File: src/rtl/real_accum_stage.sv
// rtl/real_accum_stage.sv - windowed fixed-point accumulator between two svreal formats
// Optional saturating narrow() with sat_flag output: define SVREAL_ACCUM_SAT_EN.
module real_accum_stage #(
  parameter int in_width     = 16,
  parameter int in_exponent  = -8,
  parameter int out_width    = 18,
  parameter int out_exponent = -10,
  parameter int N            = 4
) (
  input  logic                     clk,
  input  logic                     rst_n,
  input  logic [in_width-1:0]      in,
  input  logic                     in_valid,
  output logic                     in_ready,
  input  logic                     clear,
  output logic [out_width-1:0]     out,
  output logic                     out_valid,
  input  logic                     out_ready,
  output logic [$clog2(N+1)-1:0]   count
`ifdef SVREAL_ACCUM_SAT_EN
  ,
  output logic                     sat_flag
`endif
);

  localparam int CW  = $clog2(N + 1);
  localparam int AW  = out_width + $clog2(N) + 1;
  localparam int SHL = (in_exponent >= out_exponent) ? (in_exponent - out_exponent) : 0;
  localparam int SHR = (in_exponent >= out_exponent) ? 0 : (out_exponent - in_exponent);
  localparam int EW  = (in_width > AW) ? in_width : AW;

  localparam logic [0:0] ST_ACC  = 1'b0;
  localparam logic [0:0] ST_HOLD = 1'b1;

  logic [0:0]               state;
  logic signed [AW-1:0]     acc;
  logic signed [EW-1:0]     in_ext;
  logic signed [AW-1:0]     aligned;
  logic signed [AW-1:0]     sum;
  logic [out_width-1:0]     narrowed;
  logic                     accept;
  logic                     last;

  assign in_ready = (state == ST_ACC) && !clear;
  assign accept   = in_valid && in_ready;
  assign last     = (count == CW'(N - 1));

  // Arithmetic shifts keep the sign, so a right shift floors toward -inf.
  assign in_ext  = EW'(signed'(in));
  assign aligned = AW'((in_ext <<< SHL) >>> SHR);
  assign sum     = acc + aligned;

`ifdef SVREAL_ACCUM_SAT_EN
  localparam logic signed [AW-1:0] SAT_MAX = {{(AW - out_width + 1){1'b0}}, {(out_width - 1){1'b1}}};
  localparam logic signed [AW-1:0] SAT_MIN = {{(AW - out_width + 1){1'b1}}, {(out_width - 1){1'b0}}};

  logic sat_hi;
  logic sat_lo;

  assign sat_hi = (sum > SAT_MAX);
  assign sat_lo = (sum < SAT_MIN);

  always_comb begin
    narrowed = sum[out_width-1:0];
    if (sat_hi) begin
      narrowed = SAT_MAX[out_width-1:0];
    end else if (sat_lo) begin
      narrowed = SAT_MIN[out_width-1:0];
    end
  end
`else
  assign narrowed = sum[out_width-1:0];
`endif

  always_ff @(posedge clk or negedge rst_n) begin
    if (!rst_n) begin
      state     <= ST_ACC;
      acc       <= '0;
      count     <= '0;
      out       <= '0;
      out_valid <= 1'b0;
`ifdef SVREAL_ACCUM_SAT_EN
      sat_flag  <= 1'b0;
`endif
    end else begin
      case (state)
        ST_ACC: begin
          if (clear) begin
            acc   <= '0;
            count <= '0;
          end else if (accept) begin
            if (last) begin
              out       <= narrowed;
              out_valid <= 1'b1;
              acc       <= '0;
              count     <= '0;
              state     <= ST_HOLD;
`ifdef SVREAL_ACCUM_SAT_EN
              sat_flag  <= sat_hi || sat_lo;
`endif
            end else begin
              acc   <= sum;
              count <= count + 1'b1;
            end
          end
        end
        default: begin
          // The completed sum stays put until taken; clear and inputs are ignored here.
          if (out_ready) begin
            out_valid <= 1'b0;
            state     <= ST_ACC;
`ifdef SVREAL_ACCUM_SAT_EN
            sat_flag  <= 1'b0;
`endif
          end
        end
      endcase
    end
  end

endmodule

File: config.mk
export PLATFORM = sky130hd
export DESIGN_NAME = real_accum_stage
export DESIGN_NICKNAME = d
export VERILOG_FILES = /design/src/rtl/real_accum_stage.sv
export SDC_FILE = /design/constraint.sdc
export NUM_CORES = 1
export LEC_CHECK = 0
export ABC_CLOCK_PERIOD_IN_PS = 2400
export BUFFER_PORTS_ARGS = -buffer_cell sky130_fd_sc_hd__buf_2
export CAP_MARGIN = 20
export CORE_UTILIZATION = 40
export DETAILED_ROUTE_END_ITERATION = 8
export GPL_TIMING_DRIVEN = 1
export PLACE_DENSITY_LB_ADDON = 0.08
export SYNTH_ARGS = -nofsm -noshare
export SYNTH_HDL_FRONTEND = slang
export SYNTH_SLANG_ARGS = --single-unit
File: constraint.sdc
create_clock -name clk -period 2.4 [get_ports clk]
set_clock_uncertainty 0.05 [all_clocks]
set_input_delay 0.36 -clock clk [delete_from_list [all_inputs] [get_ports clk]]
set_output_delay 0.36 -clock clk [all_outputs]
set_load 0.05 [all_outputs]
---- Word-level counts from Yosys, hierarchy flattened ----
Index checks and enable logic that the tools add are counted.
storage, ports and cells
  bits in registers ....................... 44
  logic and storage cells ................. 37
  output and inout bits ................... 23
operators by class
  equal/unequal tests ..................... 3
  bitwise operators ....................... 2
  reductions and logical operators ........ 9
  muxes and demuxes ....................... 16
  add/subtract/negate cells ............... 2
operators with widths
  kind                                                                    number
  21-bit two-way mux                                                      3
  21-bit by 18-bit adder with 21-bit output                               1
  1-bit two-way mux                                                       10
  3-bit two-way mux                                                       3
  4-bit AND reduction                                                     2
  2-bit nonzero test                                                      3
  3-bit by 1-bit adder with 3-bit output (second input constant)          1
  3-bit by 2-bit equality test with 1-bit output (second input constant)  1
  1-bit logical AND                                                       2
  2-bit by 1-bit != test with 1-bit output (second input constant)        1
  2-bit != test (second input constant)                                   1
  1-bit inverter                                                          2
  2-bit AND reduction                                                     1
  1-bit logical NOT                                                       1

---- Logic depth before layout (Yosys ltp) ----
Gate-level depths: netlist of run 1.
  word-level depth ........................ 6
  gate-level depth with buffers ........... 8

---- Worst setup path before layout of run 1 ----
Ideal clock, no wire load.
  path kind ............................... input -> register
  from .................................... input in[0]
  to ...................................... register out[10]
  arrival time ............................ 1,924 ps
  stages on the path ...................... 8
  required time ........................... 2,225 ps
  path slack .............................. 301 ps
  setup time .............................. 125 ps
  cell sequence ........................... ha_1 -> fa_1 -> a21oi_1 -> o211ai_2 -> nand4b_1 -> nand2_1 -> xor2_1 -> mux2_2
on the way
  cells in the longest elaborated chain, start to end .. 1
ends and longest elaborated chain
  what                                       line  RTL
  start, declared                            12    input logic [in_width-1:0] in,
  21-bit by 18-bit adder with 21-bit output  51    assign sum = acc + aligned;
  end signal, assigned                       93    out <= narrowed;
  end, declared                              16    output logic [out_width-1:0] out,
No other way between the ends.
A chain may end at the register's enable or synchronous reset.

---- Final worst setup path of run 1 ----
  from .................................... register acc[2]
  to ...................................... register out[12]
on the way
  cells in the longest elaborated chain, start to end .. 1
ends and longest elaborated chain
  what                                       line  RTL
  start, declared                            36    logic signed [AW-1:0] acc;
  start signal, assigned                     102   acc <= sum;
  21-bit by 18-bit adder with 21-bit output  51
No other way between the ends.

==> results.txt, run 1 <==
switching share of power - 0.4205
ratio of cells with drive above 1 in the final layout - 0.2336
wire length per cell - 14.70 µm
Yosys Warn Count - 0
fin util - 0.4921
Overflow after GRT - 0
Slew Limit Fails - 0
Max Used Layer - met4
Final HPWL DP - 3782 µm
Sinks on Clock Net - 37
Int Power - 1.293 mW
area fraction of the dominant cell type after synthesis - 0.4226
core area - 5205 µm²
vias in the first global route - 1778
Fin. Hold Viols - 0
Clk pwr share - 0.194
Max Cap Viol - 0
Seq cells post-synth - 37
Mean Syn Cell Area - 9.609 µm²
Crit Reg-Reg Startpoint - acc[2]$_DFFE_PN0P_
met2 routed WL - 2323 µm
Die Span Y - 76.01 µm
max frequency - 442.0 MHz
arrival time worst endpoint - 2.36 ns
drc violations - 0
Pleak - 1.315 nW
CTS Root Cell - clkbuf_8
Tmin final - 2.263 ns
flop-to-flop setup slack - 0.14 ns
Tot GR Track Use - 0.1938
final setup fails - 0
# Post-CTS Setup Buffers - 0
Post-synth EDFFs - 0
outcome - complete, no violations
WL met1 - 2500 µm
largest net degree at the start of global routing - 38
drt pass-1 iters - 4
worst hold path class - input pin to asynchronous set/reset pin
first-pass GRT wire length - 8735 µm
Area contributors post-synth - dfrtp_1 42%, nand2_1 9.3%, ha_1 9.1%
fin nets - 312
hold buffers post-CTS - 0
Comb power frac - 0.443
crit end category - flip-flop
crit path max fanout - 3
CP Launch Type - flip-flop
Seq/Total Area, Yosys - 0.4226
FP Rows - 26
Placed Area - 2475 µm²
port buffer count - 41
setup tns final - 0 ns
die width - 76.01 µm
vias - 1757
initial DRC count - 54
Post-Layout Inst Area - 2561 µm²
gp weighted congestion - 0.8457
Tcrit/Tclk final - 0.9428
CTS max path bufs - 2
Worst VDD drop - 398.3 µV
Worst-path clk slew - 0.07 ns
Psw - 938.4 µW
post_cts resized - 0
Inserted Clock Buffers - 5
Multi-input gate area - 1189 µm²
critical path data required time - 2.50 ns
synthesis-to-finish area growth - 16.90%
Syn Inst Count - 228
fillers - 527
FF+latch area - 925.9 µm²
CTS HTree Levels - 2
Reg power frac - 0.363
final worst setup slack - 0.1373 ns
synthesized area - 2191 µm²
RR Endpoint - out[12]$_DFFE_PN0P_
Yosys top cell by area - dfrtp_1
Slew headroom - 0.4481
initial antenna violation count - 0
Least-Margin Pin Slew - 0.8278 ns
I/O pins - 44
Routed met3 length - 179 µm
Pwr Density - 871.4 nW/µm²
WL final - 5058 µm
RSZ-0062 raised after global routing - no
Crit Path Class - flip-flop to flip-flop
Synth Flop Type - dfrtp_1
Worst Reg-to-Reg Cells - 8
Initial Utilization - 0.4209
ys async rst share - 1.000
Netlist cell types - 41
vias per cell - 5.108
Ant. Diodes - 0
worst skew pair latency - 0.28 ns
die area - 5777 µm²
TritonCTS clock tree - yes
Antenna Nets Post-Route - 0
pre-CTS setup slack - 0.05341 ns
launch point of the worst path - acc[2]$_DFFE_PN0P_
-- final cells by class --
class	instances	area share
inverters	6	0.008793
well taps	70	0.03420
clock buffers	7	0.03371
repair buffers	47	0.09770
multi-input cells	177	0.4641
flip-flops and latches	37	0.3615
-- power groups by stage --
stage	sequential (mW)	clock (mW)	combinational, mW
2_1_floorplan	1.07	0	0.507
3_3_place_gp	0.821	0	0.984
3_5_place_dp	0.822	0	0.985
4_1_cts	0.812	0.450	0.993
5_1_grt	0.827	0.475	1.08
6_report	0.810	0.433	0.989
-- Yosys cell counts (2+ instances only) --
library cell,instances
dfrtp_1,37
nand4b_1,2
nand4_1,2
o211ai_2,4
clkbuf_1,3
nor2_1,5
buf_4,4
xnor2_1,10
o21ai_0,7
o21ai_1,12
o21bai_1,3
mux2_2,2
xor2_1,6
a22o_1,11
and4_1,2
nand2_1,54
nand3_1,4
a21oi_2,2
mux2i_1,2
nand2b_1,2
a21oi_1,11
o21a_1,4
ha_1,16
inv_1,6
-- cell usage in the layout, fill, tap and decap left out, drive strengths merged --
cell / count
a21boi: 1
fa: 1
a22o: 11
nand2b: 2
ha: 16
o21bai: 3
nor3: 1
o211ai: 5
conb: 2
nand4b: 2
o21ai: 20
nand4: 2
nor4: 1
a21o: 1
and3: 1
xor2: 6
dfrtp: 37
buf: 47
o31a: 1
inv: 6
nand2: 55
o21a: 4
clkbuf: 7
and4: 2
nand3: 4
nor2: 5
a21oi: 13
a221oi: 1
a41oi: 1
xnor2: 10
a31oi: 1
mux2: 2
a22oi: 1
mux2i: 2
-- kinds of logic (layout without fill, tap and decap cells) --
family,after synthesis,in the layout,synth area share
simple gates,75,75,0.1553
compound gates,63,63,0.1999
flops,37,37,0.4226
fa+ha+maj,17,17,0.1005
xor+xnor,16,16,0.06396
buf+inv,15,60,0.03655
mux,4,4,0.01942
other cells,1,2,0.001712
-- critical path, cell delays in order (launching register included) --
cell	delay, ns
dfrtp_1	0.38
ha_1	0.22
fa_1	0.42
a21oi_1	0.23
o211ai_2	0.14
nand4b_1	0.15
mux2i_1	0.23
xor2_1	0.22
o21ai_1	0.08
-- flip-flops by register name, summed over array words and instances (netlist names) --
| register | count |
|---|---|
| out_valid | 1 |
| out | 16 |
| state | 1 |
| acc | 16 |
| count | 3 |
-- how the worst max path moves through the flow --
stage / end / depth (start not counted)
2_1_floorplan: out[10]$_DFFE_PN0P_ / 8
3_3_place_gp: out[12]$_DFFE_PN0P_ / 9
3_5_place_dp: out[12]$_DFFE_PN0P_ / 9
4_1_cts: out[12]$_DFFE_PN0P_ / 8
5_1_grt: out[12]$_DFFE_PN0P_ / 8
6_report: out[12]$_DFFE_PN0P_ / 8
-- layer usage --
metal,up-vias,global-route usage
li1,891,-
met1,825,0.2571
met2,35,0.3164
met3,6,0.04431
met4,0,0.05769
met5,-,0
-- through the flow --
stage          instances  hold slack [ns]  power (mW)
6_report             344           0.1252       2.232
5_1_grt              344           0.1989       2.382
4_1_cts              344           0.1551       2.255
3_5_place_dp         337           0.4091       1.807
3_3_place_gp         337           0.4040       1.806
2_1_floorplan        229          0.01441       1.577
Power figures use the tool's default switching activity.
==> run 2: changes to the inputs <==
--- a/config.mk
+++ b/config.mk
@@ -5,7 +5,7 @@
 export SDC_FILE = /design/constraint.sdc
 export NUM_CORES = 1
 export LEC_CHECK = 0
-export ABC_CLOCK_PERIOD_IN_PS = 2400
+export ABC_CLOCK_PERIOD_IN_PS = 2020
 export BUFFER_PORTS_ARGS = -buffer_cell sky130_fd_sc_hd__buf_2
 export CAP_MARGIN = 20
 export CORE_UTILIZATION = 40
==> constraint.sdc (replaced) <==
create_clock -name clk -period 2.02 [get_ports clk]
set_clock_uncertainty 0.05 [all_clocks]
set_input_delay 0.303 -clock clk [delete_from_list [all_inputs] [get_ports clk]]
set_output_delay 0.303 -clock clk [all_outputs]
set_load 0.05 [all_outputs]
==> run 2 against run 1 <==
Effect of this change: the flow now finishes with violations (negative hold slack, negative setup slack); critical endpoint is now out[14]$_DFFE_PN0P_; cell area rose by 12%; first-iteration DRC count rose by 63%; sequential share of layout area fell by 3.9 points; count of clock-buffer cells in the layout fell by 2; global-route usage rose by 0.26 points; hold slack got worse by 0.14 ns; power rose by 33%.
==> results.txt, run 2 (synthesis results as in run 1) <==
die area - 5777 µm² (unchanged)
commonest non-fill, non-tap cell in the layout - nand2_1
flop-to-flop setup slack - -0.06 ns (-0.20 ns)
Antenna Nets Post-Route - 0 (unchanged)
crit end category - flip-flop
worst skew pair latency - 0.30 ns (+0.02 ns)
critical path data required time - 2.16 ns (-0.34 ns)
Pwr Density - 1036 nW/µm² (+19%)
Overall Power - 2.972 mW (+33%)
Tcrit/Tclk final - 1.032 (+0.08905)
gp weighted congestion - 0.9187 (+8.6%)
M3 GR Usage - 0.03832 (-0.005988)
met2 Track Usage GR - 0.3118 (-0.004545)
Clk pwr share - 0.223 (+0.029)
WL final - 5245 µm (+3.7%)
drt pass-1 iters - 6 (+2)
Inserted Clock Buffers - 5 (unchanged)
Ant. Diodes - 0 (unchanged)
synthesis-to-finish area growth - 30.90%
switching share of power - 0.4087 (-0.01172)
setup tns final - -0.1343 ns (-0.1343 ns)
ratio of cells with drive above 1 in the final layout - 0.3603 (+0.1267)
FF+latch area - 925.9 µm² (unchanged)
core area - 5205 µm² (unchanged)
Worst Reg-to-Reg Cells - 9 (+1)
drc violations - 0 (unchanged)
vias - 1865 (+6.1%)
initial antenna violation count - 0 (unchanged)
outcome - finished with violations
failing checks - negative hold slack, negative setup slack
vias per cell - 5.082 (-0.51%)
fin nets - 334 (+7.1%)
Crit Reg-Reg Startpoint - acc[2]$_DFFE_PN0P_
Die Span Y - 76.01 µm (unchanged)
first-pass GRT wire length - 8907 µm (+2.0%)
port buffer count - 41 (unchanged)
worst hold slack - -0.01029 ns (-0.1355 ns)
biggest regs - acc x16, out x16, count x3
Worst-path clk slew - 0.08 ns (about the same)
vias in the first global route - 1843 (+3.7%)
Tmin final - 2.084 ns (-0.1784 ns)
slowest CP cell - dfrtp_1
RR Endpoint - out[14]$_DFFE_PN0P_
Final HPWL DP - 3918 µm (+3.6%)
slowest stage delay, CP - 0.39 ns (-0.03 ns)
fillers - 503 (-4.6%)
FP Rows - 26 (unchanged)
most frequent cells in the layout - 53 x nand2_1, 41 x buf_2, 37 x dfrtp_1, 28 x buf_4
RSZ-0062 raised after global routing - yes
wire length per cell - 14.29 µm (-2.8%)
Least-Margin Pin Slew - 0.5581 ns (-0.2698 ns)
largest net degree at the start of global routing - 38 (unchanged)
final setup fails - 5 (+5)
most used cell, CP - o211ai_2
crit path max fanout - 2 (-1)
Slew Limit Fails - 0 (unchanged)
GRT busiest layer - met2
Crit Path Class - flip-flop to flip-flop
Fin. Hold Viols - 16 (+16)
Overflow after GRT - 0 (unchanged)
Worst VDD drop - 530.6 µV (+33%)
Slew headroom - 0.6252 (+0.1770)
grt met1 use - 0.2725 (+0.01540)
Multi-input gate area - 1301 µm² (+9.5%)
Comb power frac - 0.453 (+0.010)
Int Power - 1.757 mW (+36%)
CTS max path bufs - 2 (unchanged)
Pleak - 1.461 nW (+11%)
CP Launch Type - flip-flop
die width - 76.01 µm (unchanged)
Sinks on Clock Net - 37 (unchanged)
arrival time worst endpoint - 2.22 ns (-0.14 ns)
Psw - 1.215 mW (+29%)
Max Cap Viol - 0 (unchanged)
max frequency - 479.8 MHz (+8.6%)
Initial Utilization - 0.4209 (unchanged)
worst hold path class - input pin to asynchronous set/reset pin
Tot GR Track Use - 0.1964 (+0.002588)
initial DRC count - 88 (+63%)
final worst setup slack - -0.06430 ns (-0.2016 ns)
CTS Root Cell - clkbuf_8
Reg power frac - 0.324 (-0.039)
TritonCTS clock tree - yes
CTS HTree Levels - 2 (unchanged)
critical path, cell by cell - ha_2 -> fa_2 -> a21oi_2 -> o211ai_2 -> buf_4 -> nand2_4 -> o211ai_2 -> xor2_1 -> mux2_4
I/O pins - 44 (unchanged)
-- run 2: changes by cell type in the layout (fill, tap and decap cells not counted), moves of 3 or more --
cell / delta
ha_1: -5
a21oi_1: -4
a21oi_2: +3
buf_4: +22
ha_2: +3
-- run 2: area by class of cell --
type | count | share of cell area
Clock inverter | 3 | 0.01614
Tap cell | 70 | 0.03054
Inverter | 6 | 0.007853
Multi-Input combinational cell | 177 | 0.4538
Timing Repair Buffer | 69 | 0.1449
Clock buffer | 5 | 0.02400
Sequential cell | 37 | 0.3229
-- run 2: worst max path at each step --
stage                       start                   to  cells after the start
6_report       acc[2]$_DFFE_PN0P_  out[14]$_DFFE_PN0P_                      9
5_1_grt        acc[2]$_DFFE_PN0P_  out[12]$_DFFE_PN0P_                      8
4_1_cts        acc[2]$_DFFE_PN0P_  acc[12]$_DFFE_PN0P_                      8
3_5_place_dp                in[0]  out[12]$_DFFE_PN0P_                      9
3_3_place_gp                in[0]  acc[12]$_DFFE_PN0P_                      9
2_1_floorplan  acc[2]$_DFFE_PN0P_  out[10]$_DFFE_PN0P_                      8
-- run 2: power by group through the flow --
stage	sequential, mW	clock [mW]	combinational, mW
after floorplan	1.27	0	0.606
after global placement	0.976	0	1.25
after detailed placement	0.974	0	1.25
after CTS	0.963	0.687	1.26
after global routing	0.982	0.713	1.46
final	0.964	0.662	1.35
-- run 2: layer usage --
| metal | part of all wire | up-vias |
|---|---|---|
| met5 | 0 | - |
| met4 | 0.013 | 0 |
| met3 | 0.037 | 7 |
| met2 | 0.44 | 41 |
| met1 | 0.51 | 881 |
| li1 | - | 936 |
-- run 2: what timing repair did --
action / CTS / global route
hold buffers: 0 / 0
buffers inserted: 1 / 5
resized for setup: 2 / 19
endpoints found under the setup margin: 7 / 16
pin swaps: 4 / 15
-- run 2: critical path: cells and delay by family (launching register included) --
| family | cells | cell delay [ns] |
|---|---|---|
| flops | 1 | 0.39 |
| fa+ha+maj | 2 | 0.52 |
| buf+inv | 1 | 0.15 |
| compound gates | 3 | 0.35 |
| xor+xnor | 1 | 0.18 |
| simple gates | 1 | 0.06 |
| mux | 1 | 0.26 |
-- run 2: per-stage QoR --
step	util	setup slack, ns	std cells	area, µm²
5_1_grt	0.5510	-0.1901	367	2868
3_5_place_dp	0.5002	-0.1223	353	2604
3_3_place_gp	0.5002	-0.1064	353	2604
2_1_floorplan	-	0.01468	229	2203
6_report	0.5510	-0.06430	367	2868
4_1_cts	0.5250	-0.04765	362	2733
